`src/rtl/debug_pkg.sv`:
```
// Shared definitions for the debug command link: opcodes, reader state encoding, err bit indices.
// Also used by the UART writer, so keep encodings stable.
package debug_pkg;

    localparam logic [7:0] OP_A = 8'h41;
    localparam logic [7:0] OP_B = 8'h42;
    localparam logic [7:0] OP_M = 8'h4D;
    localparam logic [7:0] OP_R = 8'h52;
    localparam logic [7:0] OP_S = 8'h53;

    localparam int ERR_UNKNOWN = 0;
    localparam int ERR_TIMEOUT = 1;
    localparam int ERR_OVERRUN = 2;

    typedef enum logic [1:0] {
        ST_IDLE    = 2'd0,
        ST_PAYLOAD = 2'd1,
        ST_CHECK   = 2'd2,
        ST_HOLD    = 2'd3
    } state_t;

endpackage

```
`src/rtl/debug_cmd_reader_if.sv`:
```
// Byte-in / command-out bundle of the debug command reader.
// Handshake: a command transfers on a rising clk edge where cmd_valid and cmd_ready are both high; cmd_opcode/cmd_payload hold while cmd_valid is high.
interface debug_cmd_reader_if;
    import debug_pkg::*;

    logic [7:0]  rx_data;
    logic        rx_data_rdy;
    logic        cmd_ready;
    logic        cmd_valid;
    logic [7:0]  cmd_opcode;
    logic [31:0] cmd_payload;
    logic        busy;
    logic [2:0]  err;
    state_t      dbg_state;

    modport master (
        input  rx_data, rx_data_rdy, cmd_ready,
        output cmd_valid, cmd_opcode, cmd_payload, busy, err, dbg_state
    );

    modport slave (
        output rx_data, rx_data_rdy, cmd_ready,
        input  cmd_valid, cmd_opcode, cmd_payload, busy, err, dbg_state
    );

endinterface

```
`src/rtl/debug_cmd_reader.sv`:
```
// Decodes UART bytes into debug commands (opcode + little-endian 32-bit payload).
// Optional trailing XOR checksum byte enabled by DEBUG_CMD_CHECKSUM_EN.
module debug_cmd_reader
    import debug_pkg::*;
#(
    parameter int TIMEOUT_CYCLES = 1000000
) (
    input  logic clk,
    input  logic rst,
    debug_cmd_reader_if.master bus
);

    localparam int TW = $clog2(TIMEOUT_CYCLES + 1);
    localparam logic [TW-1:0] TMAX = TW'(TIMEOUT_CYCLES - 1);

    state_t      r_state, w_state;
    logic        r_rdy_d;
    logic [7:0]  r_opcode, w_opcode;
    logic [31:0] r_payload, w_payload;
    logic [1:0]  r_idx, w_idx;
    logic [TW-1:0] r_timer, w_timer;
    logic [2:0]  r_err, w_err;
    logic        w_acc;
`ifdef DEBUG_CMD_CHECKSUM_EN
    logic [7:0]  r_csum, w_csum;
`endif

    // A level held high on rx_data_rdy yields a single accepted byte.
    assign w_acc = bus.rx_data_rdy & ~r_rdy_d;

    always_ff @(posedge clk or posedge rst) begin
        if (rst) begin
            r_state   <= ST_IDLE;
            r_rdy_d   <= 1'b0;
            r_opcode  <= '0;
            r_payload <= '0;
            r_idx     <= '0;
            r_timer   <= '0;
            r_err     <= '0;
`ifdef DEBUG_CMD_CHECKSUM_EN
            r_csum    <= '0;
`endif
        end else begin
            r_state   <= w_state;
            r_rdy_d   <= bus.rx_data_rdy;
            r_opcode  <= w_opcode;
            r_payload <= w_payload;
            r_idx     <= w_idx;
            r_timer   <= w_timer;
            r_err     <= w_err;
`ifdef DEBUG_CMD_CHECKSUM_EN
            r_csum    <= w_csum;
`endif
        end
    end

    always_comb begin
        w_state   = r_state;
        w_opcode  = r_opcode;
        w_payload = r_payload;
        w_idx     = r_idx;
        w_timer   = r_timer;
        w_err     = '0;
`ifdef DEBUG_CMD_CHECKSUM_EN
        w_csum    = r_csum;
`endif
        case (r_state)
            ST_IDLE: begin
                w_timer = '0;
                if (w_acc) begin
                    case (bus.rx_data)
                        OP_A, OP_R, OP_S: begin
                            w_opcode  = bus.rx_data;
                            w_payload = '0;
`ifdef DEBUG_CMD_CHECKSUM_EN
                            w_csum    = bus.rx_data;
                            w_state   = ST_CHECK;
`else
                            w_state   = ST_HOLD;
`endif
                        end
                        OP_M, OP_B: begin
                            w_opcode  = bus.rx_data;
                            w_payload = '0;
                            w_idx     = '0;
`ifdef DEBUG_CMD_CHECKSUM_EN
                            w_csum    = bus.rx_data;
`endif
                            w_state   = ST_PAYLOAD;
                        end
                        default: w_err[ERR_UNKNOWN] = 1'b1;
                    endcase
                end
            end
            ST_PAYLOAD: begin
                // An accepted byte takes priority over an expiring timeout.
                if (w_acc) begin
                    w_timer   = '0;
                    w_payload = {bus.rx_data, r_payload[31:8]};
                    w_idx     = r_idx + 2'd1;
`ifdef DEBUG_CMD_CHECKSUM_EN
                    w_csum    = r_csum ^ bus.rx_data;
                    if (r_idx == 2'd3) w_state = ST_CHECK;
`else
                    if (r_idx == 2'd3) w_state = ST_HOLD;
`endif
                end else if (r_timer == TMAX) begin
                    w_err[ERR_TIMEOUT] = 1'b1;
                    w_timer = '0;
                    w_state = ST_IDLE;
                end else begin
                    w_timer = r_timer + TW'(1);
                end
            end
`ifdef DEBUG_CMD_CHECKSUM_EN
            ST_CHECK: begin
                if (w_acc) begin
                    w_timer = '0;
                    if (bus.rx_data == r_csum) begin
                        w_state = ST_HOLD;
                    end else begin
                        w_err[ERR_OVERRUN] = 1'b1;
                        w_state = ST_IDLE;
                    end
                end else if (r_timer == TMAX) begin
                    w_err[ERR_TIMEOUT] = 1'b1;
                    w_timer = '0;
                    w_state = ST_IDLE;
                end else begin
                    w_timer = r_timer + TW'(1);
                end
            end
`endif
            ST_HOLD: begin
                w_timer = '0;
                if (w_acc) w_err[ERR_OVERRUN] = 1'b1;
                if (bus.cmd_ready) w_state = ST_IDLE;
            end
            default: w_state = ST_IDLE;
        endcase
    end

    assign bus.cmd_valid   = (r_state == ST_HOLD);
    assign bus.busy        = (r_state != ST_IDLE);
    assign bus.cmd_opcode  = r_opcode;
    assign bus.cmd_payload = r_payload;
    assign bus.err         = r_err;
    assign bus.dbg_state   = r_state;

endmodule

```
`src/flat_wrapper.sv`:
```
// flat-port wrapper written by rule: the top's interface ports become plain ports
module debug_cmd_reader_flat import debug_pkg::*;
#(
    parameter int TIMEOUT_CYCLES = 1000000
)
  (clk, rst, bus_rx_data, bus_rx_data_rdy, bus_cmd_ready, bus_cmd_valid, bus_cmd_opcode, bus_cmd_payload, bus_busy, bus_err, bus_dbg_state);
  debug_cmd_reader_if bus_i ();
  input  logic clk;
  input  logic rst;
  input wire logic [$bits(bus_i.rx_data)-1:0] bus_rx_data;
  input wire logic [$bits(bus_i.rx_data_rdy)-1:0] bus_rx_data_rdy;
  input wire logic [$bits(bus_i.cmd_ready)-1:0] bus_cmd_ready;
  output wire logic [$bits(bus_i.cmd_valid)-1:0] bus_cmd_valid;
  output wire logic [$bits(bus_i.cmd_opcode)-1:0] bus_cmd_opcode;
  output wire logic [$bits(bus_i.cmd_payload)-1:0] bus_cmd_payload;
  output wire logic [$bits(bus_i.busy)-1:0] bus_busy;
  output wire logic [$bits(bus_i.err)-1:0] bus_err;
  output wire logic [$bits(bus_i.dbg_state)-1:0] bus_dbg_state;
  assign bus_i.rx_data = bus_rx_data;
  assign bus_i.rx_data_rdy = bus_rx_data_rdy;
  assign bus_i.cmd_ready = bus_cmd_ready;
  assign bus_cmd_valid = bus_i.cmd_valid;
  assign bus_cmd_opcode = bus_i.cmd_opcode;
  assign bus_cmd_payload = bus_i.cmd_payload;
  assign bus_busy = bus_i.busy;
  assign bus_err = bus_i.err;
  assign bus_dbg_state = bus_i.dbg_state;
  debug_cmd_reader #(.TIMEOUT_CYCLES(TIMEOUT_CYCLES)) u_core (.clk(clk), .rst(rst), .bus(bus_i));
endmodule
```
`config.mk`:
```
export PLATFORM = sky130hd
export DESIGN_NAME = debug_cmd_reader_flat
export DESIGN_NICKNAME = d
export VERILOG_FILES = /design/src/rtl/debug_pkg.sv /design/src/rtl/debug_cmd_reader_if.sv /design/src/rtl/debug_cmd_reader.sv /design/src/flat_wrapper.sv
export SDC_FILE = /design/constraint.sdc
export NUM_CORES = 1
export LEC_CHECK = 0
export BUFFER_PORTS_ARGS = -buffer_cell sky130_fd_sc_hd__buf_2
export CORE_MARGIN = 3
export CORE_UTILIZATION = 59
export DETAILED_ROUTE_END_ITERATION = 6
export GPL_ROUTABILITY_DRIVEN = 0
export PLACE_DENSITY = 0.84
export SETUP_SLACK_MARGIN = 0.4
export SLEW_MARGIN = 15
export SYNTH_ARGS = -nofsm -noshare
export SYNTH_HDL_FRONTEND = slang
export SYNTH_SLANG_ARGS = --single-unit
export TNS_END_PERCENT = 100
```
`constraint.sdc`:
```
create_clock -name clk -period 3.71 [get_ports clk]
set_input_delay 0.742 -clock clk [delete_from_list [all_inputs] [get_ports clk]]
set_output_delay 0.742 -clock clk [all_outputs]
set_load 0.01 [all_outputs]
```
### After elaboration in Yosys (flattened, before gate mapping)

Index checks and enable logic that the tools add are counted.

* flip-flop bits (word level): 68
* word-level logic and storage cells: 66

* reduce and logical (&&, ||, !) cells: 12
* $add $sub $neg: 2
* equality and inequality tests: 17
* muxes and demuxes: 26
* bitwise gates (word level): 2

Operator list (number)
* 2-to-1 mux 32 bit: 3
* one-hot mux 32 bit (2 select lines): 1
* equality test 8 x 7 -> 1 bit (second input constant): 5
* 2-to-1 mux 20 bit: 2
* one-hot mux 20 bit (2 select lines): 1
* adder 20 x 1 -> 20 bit (second input constant): 1
* equality test 20 bit (second input constant): 1
* 2-to-1 mux 2 bit: 8
* 2-to-1 mux 1 bit: 8
* one-hot mux 2 bit (2 select lines): 2
* AND reduction 4 bit: 2
* != test 2 bit (second input constant): 3
* != test 3 bit (second input constant): 2
* one-hot mux 2 bit (3 select lines): 1
* nonzero test 2 bit: 3
* AND reduction 5 bit: 1
* OR reduction 5 bit: 1
* equality test 2 bit (second input constant): 2
* != test 2 x 1 -> 1 bit (second input constant): 2
* OR reduction 2 bit: 2
* != test 3 x 1 -> 1 bit (second input constant): 1
* AND reduction 3 bit: 1
* OR reduction 3 bit: 1
* adder 2 x 1 -> 2 bit (second input constant): 1
* 4 further kinds: 4

### Longest topological paths before layout

* depth after elaboration: 5
* mapped depth: 8

### Worst setup path after synthesis

OpenSTA, ideal clock, no wires.

* path kind: input to register
* from: input bus_rx_data[5]
* to: register u_core.r_opcode[0], in the netlist u_core.bus.cmd_opcode[0]
* required time: 3.585 ns
* stages on the path: 5
* slack: 1.189 ns
* data arrival time: 2.396 ns
* library setup time: 0.125 ns
* cell sequence: or3b_1 -> a2111oi_2 -> nor2_1 -> nor3_4 -> mux2_4

* cells in the longest elaborated chain, start to end: 3
* elaborated cells on any way between the ends: 7

Ends and longest elaborated chain
* from (decl): line flat_wrapper.sv:10 `input wire logic [$bits(bus_i.rx_data)-1:0] bus_rx_data;`
* equality test 8 x 7 -> 1 bit: line debug_cmd_reader.sv:71 `case (bus.rx_data)`
* OR reduction 5 bit (no source line) *
* AND reduction 3 bit (no source line) *
* to (signal assigned): line debug_cmd_reader.sv:46 `r_opcode <= w_opcode;`
* to (decl): line debug_cmd_reader.sv:18 `logic [7:0] r_opcode, w_opcode;`

Every way passes the cells marked *; elsewhere a longest branch is shown, timed or not.
A chain may end at the register's enable or synchronous reset.

### Worst setup path after layout

* from: input bus_rx_data[5]
* to: register u_core.r_opcode[4], in the netlist u_core.bus.cmd_opcode[4]

The elaborated chain is that of the path after synthesis.

==> summary.txt <==
==================================================================================================
Run status                                                                            complete, no violations
Hold_buf cts                                                                                     0
Critical path cell sequence                                                           buf_2, or3b_1, a2111oi_2, nor2_1, nor3_4, mux2_4
Worst slew pin tran                                                                       0.938 ns
Depth of the CTS H-tree                                                                          3
Most repeated cell in the gate-level netlist after synthesis                          sky130_fd_sc_hd__nand2_1
RSZ-0062 raised after global routing                                                            no
Growth of design area from synthesis to finish                                               17.4%
Number of warnings issued by yosys                                                               0
Fin Setup TNS                                                                                 0 ns
Relative slew slack                                                                          37.4%
Yosys reg bits                                                                                  68
Maxcap violations                                                                                0
Fmax                                                                                     0.385 GHz
DRC                                                                                              0
PostCTS Resize Cnt                                                                               0
Clock transition time at the flip-flop clock pins of the worst setup and hold paths        0.08 ns
Cell count after synthesis                                                                     335
Cell types occupying the most area after synthesis                                    sky130_fd_sc_hd__dfrtp_1, sky130_fd_sc_hd__nand2_1, sky130_fd_sc_hd__xnor2_1
Number of ports placed on the die boundary                                                      59
Internal power consumption                                                                 1.39 mW
DRT Wirelength                                                                             6650 um
Share of Yosys cell area claimed by the top area cell type                                   54.2%
Clock period minus final worst setup slack                                                 2.59 ns
Number of synthesized flops with an enable pin                                                   0
Switching power of the nets                                                               0.809 mW
First-pass GRT wire length                                                                11400 um
Total count of hold-check failures in the final report                                           0
Nets in the synthesized netlist                                                                353
Highest fanout seen on the critical path                                                         8
Clock buffer depth                                                                               2
Number of antenna violations at the first check in global routing                                0
Quantity of I/O buffers inserted on ports                                                       58
Overall via count from detail_route                                                           2519
Setup ws final                                                                             1.12 ns
Post-detailed-route via-to-cell ratio                                                         5.44
Clock tree from TritonCTS                                                                     done
Reg area                                                                                  1700 um2
Class of the worst hold path                                                          register to register
Critical Path Source Type                                                             primary input
Layout net count                                                                               410
Switching part of the total                                                                  36.7%
Kind of end point of the critical path                                                    register
Clock tree sinks                                                                                68
Power per unit of standard cell area                                                    598 nW/um2
Setup CP Type                                                                         primary input to register
Final number of setup-violating endpoints                                                        0
Ant diodes                                                                                       0
Area occupied by multi-input gates                                                        1350 um2
Setup fix buffers added after clock tree synthesis                                               0
Leak Pwr                                                                                   1.75 nW
Peak per-stage delay on the critical path                                                  0.65 ns
Row count                                                                                       25
Final-report max-slew violation count                                                            0
Asr flop ratio synth                                                                          100%
Drt first-iter violations                                                                      197
Most used DFF post-synth                                                              sky130_fd_sc_hd__dfrtp_1
Mean routed wirelength per cell                                                            14.4 um
Number of iterations in the first detailed-routing pass                                          4
Master of the slowest instance on the critical path                                   sky130_fd_sc_hd__a2111oi_2
Post-placement setup slack                                                                0.765 ns
Detail Route Antenna Nets                                                                        0
Core occupancy in the finished layout                                                        74.6%
Starting utilization of the core area                                                        63.5%
Most area-hungry cell type in the Yosys netlist                                       sky130_fd_sc_hd__dfrtp_1
Largest net degree at the start of global routing                                               65
Part of the power in registers                                                               42.1%
Height of the die                                                                          79.0 um
Clock buffer count from CTS                                                                      9
Gr usage total                                                                               23.6%
Arrival time of data at the critical path endpoint                                         2.82 ns
Root buffer selected by CTS                                                           sky130_fd_sc_hd__clkbuf_8
Mean instance size in the synthesized netlist                                             9.37 um2
Fraction of layout instances using a drive strength above 1                                  22.5%
Part of the cycle the worst path needs                                                       69.9%
Maximum ir drop on the vdd rail                                                         0.000469 V
Area of the core                                                                          4940 um2
Gr ovfl total                                                                                    0
Part of the total power dissipated in the clock network                                      27.2%
Final HPWL from detailed placement                                                         4460 um
Insertion delay to the later sink of the worst-skew pair                                   0.34 ns
Setup skew after layout                                                                 0.00819 ns
Number of global-route vias before repair                                                     2400
Synth unique cells                                                                              40
Cell types with the highest counts after synthesis                                    sky130_fd_sc_hd__nand2_1, sky130_fd_sc_hd__dfrtp_1, sky130_fd_sc_hd__nor2_1
Post-synthesis instance area                                                              3140 um2
Data required time at the worst endpoint                                                   3.94 ns
Post-synthesis sequential area ratio                                                         54.2%
Comb pwr share                                                                               30.7%
Layout fillers                                                                                 364
Die ar.                                                                                   6230 um2
DIE WIDTH                                                                                  79.0 um
==================================================================================================
==> final timing paths <==
path,from,endpoint,slack [ns],cells past startpoint
worst max-delay path,bus_rx_data[5],u_core.bus.cmd_opcode[4],1.12,6
worst min-delay path,u_core.bus.cmd_opcode[6],u_core.bus.cmd_opcode[6],0.48,1
worst max register to register,u_core.r_timer[11],u_core.r_timer[15],1.17,5
worst min register to register,u_core.bus.cmd_opcode[6],u_core.bus.cmd_opcode[6],0.48,1
max in group asynchronous,rst,u_core.bus.cmd_payload[8],2.38,3
min in group asynchronous,rst,u_core.bus.cmd_payload[5],0.60,2
==> routing by layer <==
layer | track usage [%] | vias to the layer above | wire (um)
li1 | - | 1241 | -
met1 | 31.7 | 1200 | 3010
met2 | 37.4 | 65 | 3180
met3 | 4.20 | 13 | 316
met4 | 11.0 | 0 | 143
met5 | 0 | - | 0
==> power groups by stage <==
stage / clock [mW] / sequential [mW] / combinational (mW)
3_3_place_gp: 0 / 0.936 / 0.653
5_1_grt: 0.643 / 0.943 / 0.761
2_1_floorplan: 0 / 0.966 / 0.424
3_5_place_dp: 0 / 0.939 / 0.672
6_report: 0.600 / 0.928 / 0.676
4_1_cts: 0.601 / 0.927 / 0.682
==> state kept, by name (all words and copies together), names as in the netlist <==
name and cells:
u_core.bus.cmd_payload 32, u_core.bus.err 3, u_core.r_idx 2, u_core.r_timer 20
u_core.bus.dbg_state 2, u_core.r_rdy_d 1, u_core.bus.cmd_opcode 8
==> logic make-up (layout without fill, tap and decap cells) <==
logic type	count (synthesis)	in the layout	share of synthesized area [%]
adder cells (fa/ha/maj)	6	6	2.39
multiplexers	5	5	2.39
buffers and inverters	27	88	3.27
flip-flops	68	68	54.2
AND/OR/NAND/NOR	160	160	23.6
XOR/XNOR	12	12	3.35
AO/OA/AOI/OAI	57	57	10.8
==> stage by stage <==
stage          hold WS (ns)  power, mW  instance area (um2)  std cells
6_report              0.476       2.20                 3690        463
5_1_grt               0.496       2.35                 3690        463
4_1_cts               0.476       2.21                 3690        463
3_5_place_dp          0.450       1.61                 3500        448
3_3_place_gp          0.455       1.59                 3500        448
2_1_floorplan         0.457       1.39                 3140        335
==> area by class of cell <==
| class | instances | share of cell area, % |
|---|---|---|
| flip-flops and latches | 68 | 46.1 |
| multi-input cells | 240 | 36.6 |
| repair buffers | 62 | 8.69 |
| clock buffers | 10 | 3.73 |
| well taps | 67 | 2.27 |
| clock inverters | 5 | 1.43 |
| inverters | 11 | 1.12 |
==> critical path, delay by kind of cell <==
kind	cells	cell delay, ns
AO/OA/AOI/OAI	1	0.65
buffers and inverters	1	0.11
multiplexers	1	0.34
AND/OR/NAND/NOR	3	0.98
==> layout by cell type (no fill, tap or decap), drive strengths merged, types with 2 or more instances in the layout <==
cell type,netlist,final
or2,2,2
nor2,25,25
or4,3,3
nor2b,4,4
nand4b,3,3
or3,2,2
dfrtp,68,68
mux2,5,5
nand2,84,84
o21ai,39,39
and3,2,2
xnor2,12,12
nand2b,6,6
nor4,4,4
buf,1,62
a31oi,2,2
clkinv,0,3
nand4,2,2
nor3,11,11
or3b,2,2
clkbuf,15,10
o31ai,2,2
and2,2,2
a21oi,3,3
o22a,2,2
ha,6,6
nand3,6,6
inv,11,11
Power figures use the tool's default switching activity.
